**src/rtl/ccff_loader_pkg.sv**
```systemverilog
// Shared types and constants for the configuration-chain loader.
// Optional CRC checking is enabled by defining CCFF_LOADER_CRC_EN.
package ccff_loader_pkg;

    // Loader FSM states; CHECK exists only when CRC checking is built in.
    typedef enum logic [1:0] {
        ST_IDLE  = 2'd0,
        ST_LOAD  = 2'd1,
`ifdef CCFF_LOADER_CRC_EN
        ST_CHECK = 2'd2,
`endif
        ST_FIN   = 2'd3
    } state_e;

    localparam logic [7:0] CRC8_POLY = 8'h07;
    localparam logic [7:0] CRC8_INIT = 8'h00;

endpackage

```
**src/rtl/ccff_crc8.sv**
```systemverilog
// Bit-serial CRC-8 (MSB first) over the bits fed into the configuration chain.
module ccff_crc8
    import ccff_loader_pkg::*;
(
    input  logic       prog_clk,
    input  logic       pReset,
    input  logic       clr,
    input  logic       en,
    input  logic       bit_i,
    output logic [7:0] crc
);

    logic [7:0] crc_q;
    logic [7:0] crc_d;

    // Next CRC value: restart on clr, otherwise fold in one bit when enabled
    always_comb begin
        crc_d = crc_q;
        if (clr) begin
            crc_d = CRC8_INIT;
        end else if (en) begin
            crc_d = {crc_q[6:0], 1'b0} ^ ((crc_q[7] ^ bit_i) ? CRC8_POLY : 8'h00);
        end
    end

    // CRC register
    always_ff @(posedge prog_clk) begin
        if (pReset) begin
            crc_q <= CRC8_INIT;
        end else begin
            crc_q <= crc_d;
        end
    end

    assign crc = crc_q;

endmodule

```
**src/rtl/ccff_loader.sv**
```systemverilog
// Configuration-chain loader: double-buffered word input, serial MSB-first
// shift into the chain head for exactly CHAIN_LEN enabled cycles.
// Define CCFF_LOADER_CRC_EN to add a trailing CRC-8 check word (CHECK state).
module ccff_loader
    import ccff_loader_pkg::*;
#(
    parameter int CHAIN_LEN = 1024,
    parameter int WORD_W    = 8
) (
    input  logic              prog_clk,
    input  logic              pReset,
    input  logic              start,
    input  logic [WORD_W-1:0] din,
    input  logic              din_valid,
    output logic              din_ready,
    output logic              ccff_head,
    output logic              ccff_clk_en,
    output logic              busy,
    output logic              done,
    output logic              err
);

    localparam int CNT_W  = $clog2(CHAIN_LEN + 1);
    localparam int BITS_W = $clog2(WORD_W + 1);
    localparam logic [CNT_W-1:0]  LAST_BIT  = CNT_W'(CHAIN_LEN - 1);
    localparam logic [BITS_W-1:0] WORD_BITS = BITS_W'(WORD_W);

    state_e              state_q, state_d;
    logic [WORD_W-1:0]   hold_q, hold_d;
    logic                hold_v_q, hold_v_d;
    logic [WORD_W-1:0]   shr_q, shr_d;
    logic                shr_v_q, shr_v_d;
    logic [BITS_W-1:0]   shr_bits_q, shr_bits_d;
    logic [CNT_W-1:0]    cnt_q, cnt_d;

    logic                ready_raw;
    logic                in_xfer;
    logic                shift;
    logic                last_shift;
    logic [WORD_W-1:0]   src_word;
    logic [BITS_W-1:0]   src_bits;

`ifdef CCFF_LOADER_CRC_EN
    logic                err_q, err_d;
    logic [7:0]          crc;
`endif

    // Datapath and FSM next-state. The shift source is the shift register when
    // it holds bits, else the holding register directly, so a word moving from
    // holding to shift register never costs an idle chain cycle.
    always_comb begin
        state_d    = state_q;
        hold_d     = hold_q;
        hold_v_d   = hold_v_q;
        shr_d      = shr_q;
        shr_v_d    = shr_v_q;
        shr_bits_d = shr_bits_q;
        cnt_d      = cnt_q;
`ifdef CCFF_LOADER_CRC_EN
        err_d      = err_q;
        ready_raw  = ((state_q == ST_LOAD) || (state_q == ST_CHECK)) && !hold_v_q;
`else
        ready_raw  = (state_q == ST_LOAD) && !hold_v_q;
`endif
        in_xfer    = din_valid && ready_raw;
        src_word   = shr_v_q ? shr_q : hold_q;
        src_bits   = shr_v_q ? shr_bits_q : WORD_BITS;
        shift      = (state_q == ST_LOAD) && (shr_v_q || hold_v_q);
        last_shift = shift && (cnt_q == LAST_BIT);

        if (shift) begin
            cnt_d      = cnt_q + 1'b1;
            shr_d      = src_word << 1;
            shr_bits_d = src_bits - 1'b1;
            // Leftover low bits of the final word are dropped here.
            shr_v_d    = (src_bits != BITS_W'(1)) && !last_shift;
            if (!shr_v_q) begin
                hold_v_d = 1'b0;
            end
        end

        if (in_xfer) begin
            hold_d   = din;
            hold_v_d = 1'b1;
        end

        case (state_q)
            ST_IDLE: begin
                if (start) begin
                    state_d  = ST_LOAD;
                    cnt_d    = '0;
                    hold_v_d = 1'b0;
                    shr_v_d  = 1'b0;
`ifdef CCFF_LOADER_CRC_EN
                    err_d    = 1'b0;
`endif
                end
            end
            ST_LOAD: begin
                if (last_shift) begin
`ifdef CCFF_LOADER_CRC_EN
                    state_d = ST_CHECK;
`else
                    state_d = ST_FIN;
`endif
                end
            end
`ifdef CCFF_LOADER_CRC_EN
            ST_CHECK: begin
                if (hold_v_q) begin
                    state_d  = ST_FIN;
                    hold_v_d = 1'b0;
                    err_d    = err_q | (hold_q[7:0] != crc);
                end
            end
`endif
            ST_FIN: begin
                state_d  = ST_IDLE;
                hold_v_d = 1'b0;
                shr_v_d  = 1'b0;
            end
            default: state_d = ST_IDLE;
        endcase
    end

    // State and buffer registers
    always_ff @(posedge prog_clk) begin
        if (pReset) begin
            state_q    <= ST_IDLE;
            hold_q     <= '0;
            hold_v_q   <= 1'b0;
            shr_q      <= '0;
            shr_v_q    <= 1'b0;
            shr_bits_q <= '0;
            cnt_q      <= '0;
        end else begin
            state_q    <= state_d;
            hold_q     <= hold_d;
            hold_v_q   <= hold_v_d;
            shr_q      <= shr_d;
            shr_v_q    <= shr_v_d;
            shr_bits_q <= shr_bits_d;
            cnt_q      <= cnt_d;
        end
    end

`ifdef CCFF_LOADER_CRC_EN
    // Sticky CRC mismatch flag
    always_ff @(posedge prog_clk) begin
        if (pReset) begin
            err_q <= 1'b0;
        end else begin
            err_q <= err_d;
        end
    end

    ccff_crc8 u_crc (
        .prog_clk (prog_clk),
        .pReset   (pReset),
        .clr      ((state_q == ST_IDLE) && start),
        .en       (shift),
        .bit_i    (src_word[WORD_W-1]),
        .crc      (crc)
    );

    assign err = err_q & ~pReset;
`else
    assign err = 1'b0;
`endif

    // Outputs are forced low while reset is asserted so the chain never moves then.
    assign din_ready   = ready_raw & ~pReset;
    assign ccff_clk_en = shift & ~pReset;
    assign ccff_head   = shift & src_word[WORD_W-1] & ~pReset;
    assign busy        = (state_q != ST_IDLE) & ~pReset;
    assign done        = (state_q == ST_FIN) & ~pReset;

endmodule

```
**config.mk**
```make
export PLATFORM = sky130hd
export DESIGN_NAME = ccff_loader
export DESIGN_NICKNAME = d
export VERILOG_FILES = /design/src/rtl/ccff_loader_pkg.sv /design/src/rtl/ccff_crc8.sv /design/src/rtl/ccff_loader.sv
export SDC_FILE = /design/constraint.sdc
export NUM_CORES = 1
export LEC_CHECK = 0
export ABC_AREA = 1
export CAP_MARGIN = 5
export CORE_MARGIN = 2
export CORE_UTILIZATION = 40
export CTS_CLUSTER_DIAMETER = 50
export DETAILED_ROUTE_END_ITERATION = 7
export PLACE_DENSITY = 0.66
export SYNTH_ARGS = -nofsm -noshare
export SYNTH_HDL_FRONTEND = slang
export SYNTH_SLANG_ARGS = --single-unit
```
**constraint.sdc**
```tcl
create_clock -name prog_clk -period 1.89 [get_ports prog_clk]
set_clock_uncertainty 0.15 [all_clocks]
set_input_delay 0.378 -clock prog_clk [delete_from_list [all_inputs] [get_ports prog_clk]]
set_output_delay 0.378 -clock prog_clk [all_outputs]
set_load 0.05 [all_outputs]
```
==> After elaboration in Yosys (flattened, before gate mapping) <==
Cells that the tools add are included.
{ "totals": {"ff_bits": 34, "latch_bits": 0, "mem_bits_rw": 0, "mem_bits_ro": 0, "input_bits": 12, "out_inout_bits": 6, "wordCells": 49, "n_memories": 0} }
{ "op_classes": {"addsub": 2, "multipliers": 0, "n_div": 0, "magnitude_cmp": 0, "eq_ne": 6, "shifts": 0, "muxes": 16, "bitwise_logic": 7, "reduce_logical": 11} }
{ "op_table": {"columns": ["op", "n"], "rows": [
  ["$mux W11", 3],
  ["$add A11 B1 Y11 const B", 1],
  ["$eq A11 B10 Y1 const B", 1],
  ["$mux W8", 1],
  ["$and A1 B1 Y1", 6],
  ["$mux W1", 6],
  ["$logic_and A1 B1 Y1", 5],
  ["$mux W2", 2],
  ["$mux W4", 1],
  ["$ne A2 B2 Y1 const B", 2],
  ["$ne A4 B1 Y1 const B", 1],
  ["$pmux W1 S2", 2],
  ["$pmux W2 S2", 1],
  ["$sub A4 B1 Y4 const B", 1],
  ["$eq A2 B1 Y1 const B", 1],
  ["$eq A2 B2 Y1 const B", 1],
  ["$logic_not A1 Y1", 2],
  ["$logic_not A2 Y1", 1],
  ["$reduce_and A2 Y1", 1],
  ["$reduce_bool A2 Y1", 1],
  ["$logic_or A1 B1 Y1", 1],
  ["$not A1 Y1", 1]
]} }

==> Depth between registers and ports, before layout <==
{ "depth": {"word_depth": 8, "depth_mapped": 9, "mapped_depth_nobuf": 9} }

==> Least setup slack after synthesis <==
No wires, ideal clock.
{ "synth_path": {"path_kind": "register to output", "startpoint": "reg state_q[1]", "endpoint": "out ccff_head", "arrival_ps": 1951, "setup_slack_ps": -589, "stages_incl_launch_ff": 6, "path_cell_list": "dfxtp_1 > inv_1 > ha_1 > o21ai_4 > buf_6 > nor3_1"} }
{ "synth_between": {"elab_chain_len": 4} }
{ "synth_lines": {"columns": ["element", "line_no", "source"], "rows": [
  ["from (decl)", "ccff_loader.sv:28", "state_e state_q, state_d;"],
  ["from (signal assigned)", "ccff_loader.sv:137", "state_q <= state_d;"],
  ["$eq A2 B1 Y1", "ccff_loader.sv:68", "shift = (state_q == ST_LOAD) && (shr_v_q || hold_v_q);"],
  ["$logic_and A1 B1 Y1", "ccff_loader.sv:68", null],
  ["$and A1 B1 Y1 (2 in series)", "ccff_loader.sv:174", "assign ccff_head = shift & src_word[WORD_W-1] & ~pReset;"],
  ["to (decl)", "ccff_loader.sv:16", "output logic ccff_head,"]
]} }
Every way passes these cells.

==> Final worst setup path <==
Same ends and word-level chain as after synthesis.

==> impl_metrics.env <==
export IMPL_status="finished clean"
export IMPL_core_mm2=0.004000
export IMPL_ys_flop_type="dfxtp_1"
export IMPL_grtUsageTotal_pct=15.79
export IMPL_drt_pass1_iter_count=4
export IMPL_antenna_left=0
export IMPL_cp_max_fo=3
export IMPL_cts_sinks=34
export IMPL_setup_tns_ns=0
export IMPL_clk_insertion_delay_late_ns=0.29
export IMPL_place_inst=291
export IMPL_overflow=0
export IMPL_holdCritStartpoint="hold_q[2]"
export IMPL_setup_viol=0
export IMPL_max_clock_path_buffers=2
export IMPL_die_x_um=68.45
export IMPL_drive_above_1_share_pct=17.13
export IMPL_num_vias=1452
export IMPL_hold_class="flop to flop"
export IMPL_antenna_found_initial=0
export IMPL_yosysTopAreaCell="dfxtp_1"
export IMPL_critPathTopFamily="flip-flops"
export IMPL_async_flop_share_pct=0
export IMPL_synth_edff_count=0
export IMPL_synth_area_mm2=0.001662
export IMPL_crit_path_top_delay_cell="dfxtp_2"
export IMPL_worstSetupPathType="flop to output port"
export IMPL_netlist_instances=225
export IMPL_rsz0062_at_grt="yes"
export IMPL_syn_to_final_growth_pct=28.92
export IMPL_cts_tree="yes"
export IMPL_diodes=0
export IMPL_avgSynthCellArea_um2=7.385
export IMPL_rows=23
export IMPL_netlist_top_cells_area="dfxtp_1, nand2_1, a21oi_1"
export IMPL_slew_viol_final=0
export IMPL_ios=18
export IMPL_irDropWorstVdd_mv=0.6072
export IMPL_drc=0
export IMPL_clk_pin_slew_ns=0.08
export IMPL_grt_pass1_wl_um=5533
export IMPL_post_synth_top_count_cell="nand2_1"
export IMPL_initial_core_util_pct=41.54
export IMPL_via_per_inst=4.824
export IMPL_die_h_um=68.45
export IMPL_hpwlAfterDp_um=2362
export IMPL_dieArea_mm2=0.004685
export IMPL_cap_violations=0
export IMPL_drt_initial_drc_count=73
export IMPL_ctsHoldBuffers=0
export IMPL_gp_congestion=0.7699
export IMPL_grt_max_degree=23
export IMPL_grt_pass1_vias=1283
export IMPL_worst_slack_ns=0.01133
export IMPL_final_cells=301
export IMPL_r2r_start="state_q[1]"
export IMPL_startpoint="state_q[1]"
export IMPL_fmax_mhz=532.3
export IMPL_synth_warnings=0
export IMPL_ys_types=31
export IMPL_critPathBufInv=2
export IMPL_start_kind="flop"
export IMPL_crit_arrival_ns=1.35
export IMPL_leakagePower_nw=0.8214
export IMPL_numCtsBuffers=5
export IMPL_min_period_ns=1.879
export IMPL_place_ws_ns=-0.07268
export IMPL_wl_per_cell_um=10.52
export IMPL_end_kind="output port"
export IMPL_clockRootBuffer="clkbuf_8"
export IMPL_synth_ff_latch_count=34
export IMPL_synth_top_cell_area_share_pct=40.96
export IMPL_required_ns=1.36
export IMPL_htree_levels=2
export IMPL_port_buffer_count=16
export IMPL_seq_area_frac_synth_pct=40.96
export IMPL_crit_chain="inv_2 > ha_4 > o21ai_4 > nor3_4 > buf_12"
export IMPL_crit_path_max_incr_delay_ns=0.33
export IMPL_drt_total_wl_um=3166
export IMPL_synth_nets=244
export IMPL_fin_nets=269
export IMPL_period_share_pct=99.40
export IMPL_p_per_area_mw_per_mm2=995.3
export IMPL_hold_viol=0
export IMPL_synth_top_cells_by_count="nand2_1, dfxtp_1, nor2_1"
==> layout make-up <==
class                           instances  area, um^2
Clock buffer                            5       68.82
Multi-Input combinational cell        160       890.9
Tap cell                               50       62.56
Inverter                               22       82.58
Clock inverter                          3       45.04
Timing Repair Buffer                   27       305.3
Sequential cell                        34       686.9
Fill cell                             381        1858
==> repair_timing <==
item                                    CTS  global route
setup buffers                             1             1
pin swaps                                 1             3
resized for setup                         7             5
endpoints found under the setup margin    4             5
==> cell usage in the layout, fill, tap and decap left out, types with 2 or more instances in the layout <==
cell type,Yosys,final
a21boi_0,2,2
a21oi_1,19,19
a31oi_1,6,6
buf_12,0,6
buf_4,1,10
clkbuf_8,0,5
clkdlybuf4s50_1,0,11
clkinvlp_4,0,2
dfxtp_1,34,31
dfxtp_2,0,2
ha_1,7,6
inv_1,21,20
inv_2,1,2
nand2_1,48,48
nand2_2,2,2
nand3_1,15,15
nand4_1,2,2
nor2_1,24,21
nor2_2,0,2
nor2_4,2,3
nor3_1,5,3
nor3_4,0,2
o21ai_0,16,16
xor2_1,2,2
==> state kept, by name, summed over array words and instances (netlist names) <==
| signal | flops |
|---|---|
| shr_v_q | 1 |
| cnt_q | 11 |
| shr_bits_q | 4 |
| state_q | 2 |
| hold_q | 8 |
| hold_v_q | 1 |
| shr_q | 7 |
==> final timing paths <==
path,cells past startpoint,slack [ns],end
worst min register to register,2,0.31,hold_q[2]
worst min-delay path,2,0.31,hold_q[2]
worst max register to register,8,0.19,shr_bits_q[2]
worst max-delay path,5,0.01,ccff_head
==> layer usage <==
layer / wire [um] / track usage (%) / vias to the layer above
li1: - / - / 781
met1: 1575 / 21.05 / 645
met2: 1420 / 23.92 / 20
met3: 111 / 3.947 / 6
met4: 58 / 7.000 / 0
met5: 0 / 0 / -
==> power breakdown <==
part	switching, mW	internal [mW]	leakage, nW
Clock	0.281	0.392	0.0504
Sequential	0.0485	0.787	0.276
Combinational	0.352	0.272	0.495
==> metrics by stage <==
stage	hold slack (ns)	power, mW	instance area (um^2)	util (%)
after floorplan	0.2803	1.201	1674	-
after global placement	0.3002	1.408	1972	49.30
after detailed placement	0.3049	1.416	1972	49.30
after CTS	0.3166	2.125	2120	52.99
after global routing	0.3327	2.251	2142	53.55
final	0.3132	2.132	2142	53.55
==> cell families after synthesis <==
family | after synthesis | share of synthesized area, %
flops | 34 | 40.96
other cells | 1 | 0.2257
buf+inv | 31 | 8.283
fa+ha+maj | 7 | 5.271
simple gates | 100 | 25.98
xor+xnor | 3 | 1.582
compound gates | 49 | 17.70
==> worst register-to-register path, cell delays in order (launching register included) <==
cell and delay [ns]:
dfxtp_2 0.33, inv_2 0.09, ha_4 0.16, o21ai_4 0.07
buf_4 0.18, inv_2 0.26, nand2_1 0.11, o21ai_0 0.18
a21oi_1 0.06
Power figures use the tool's default switching activity.
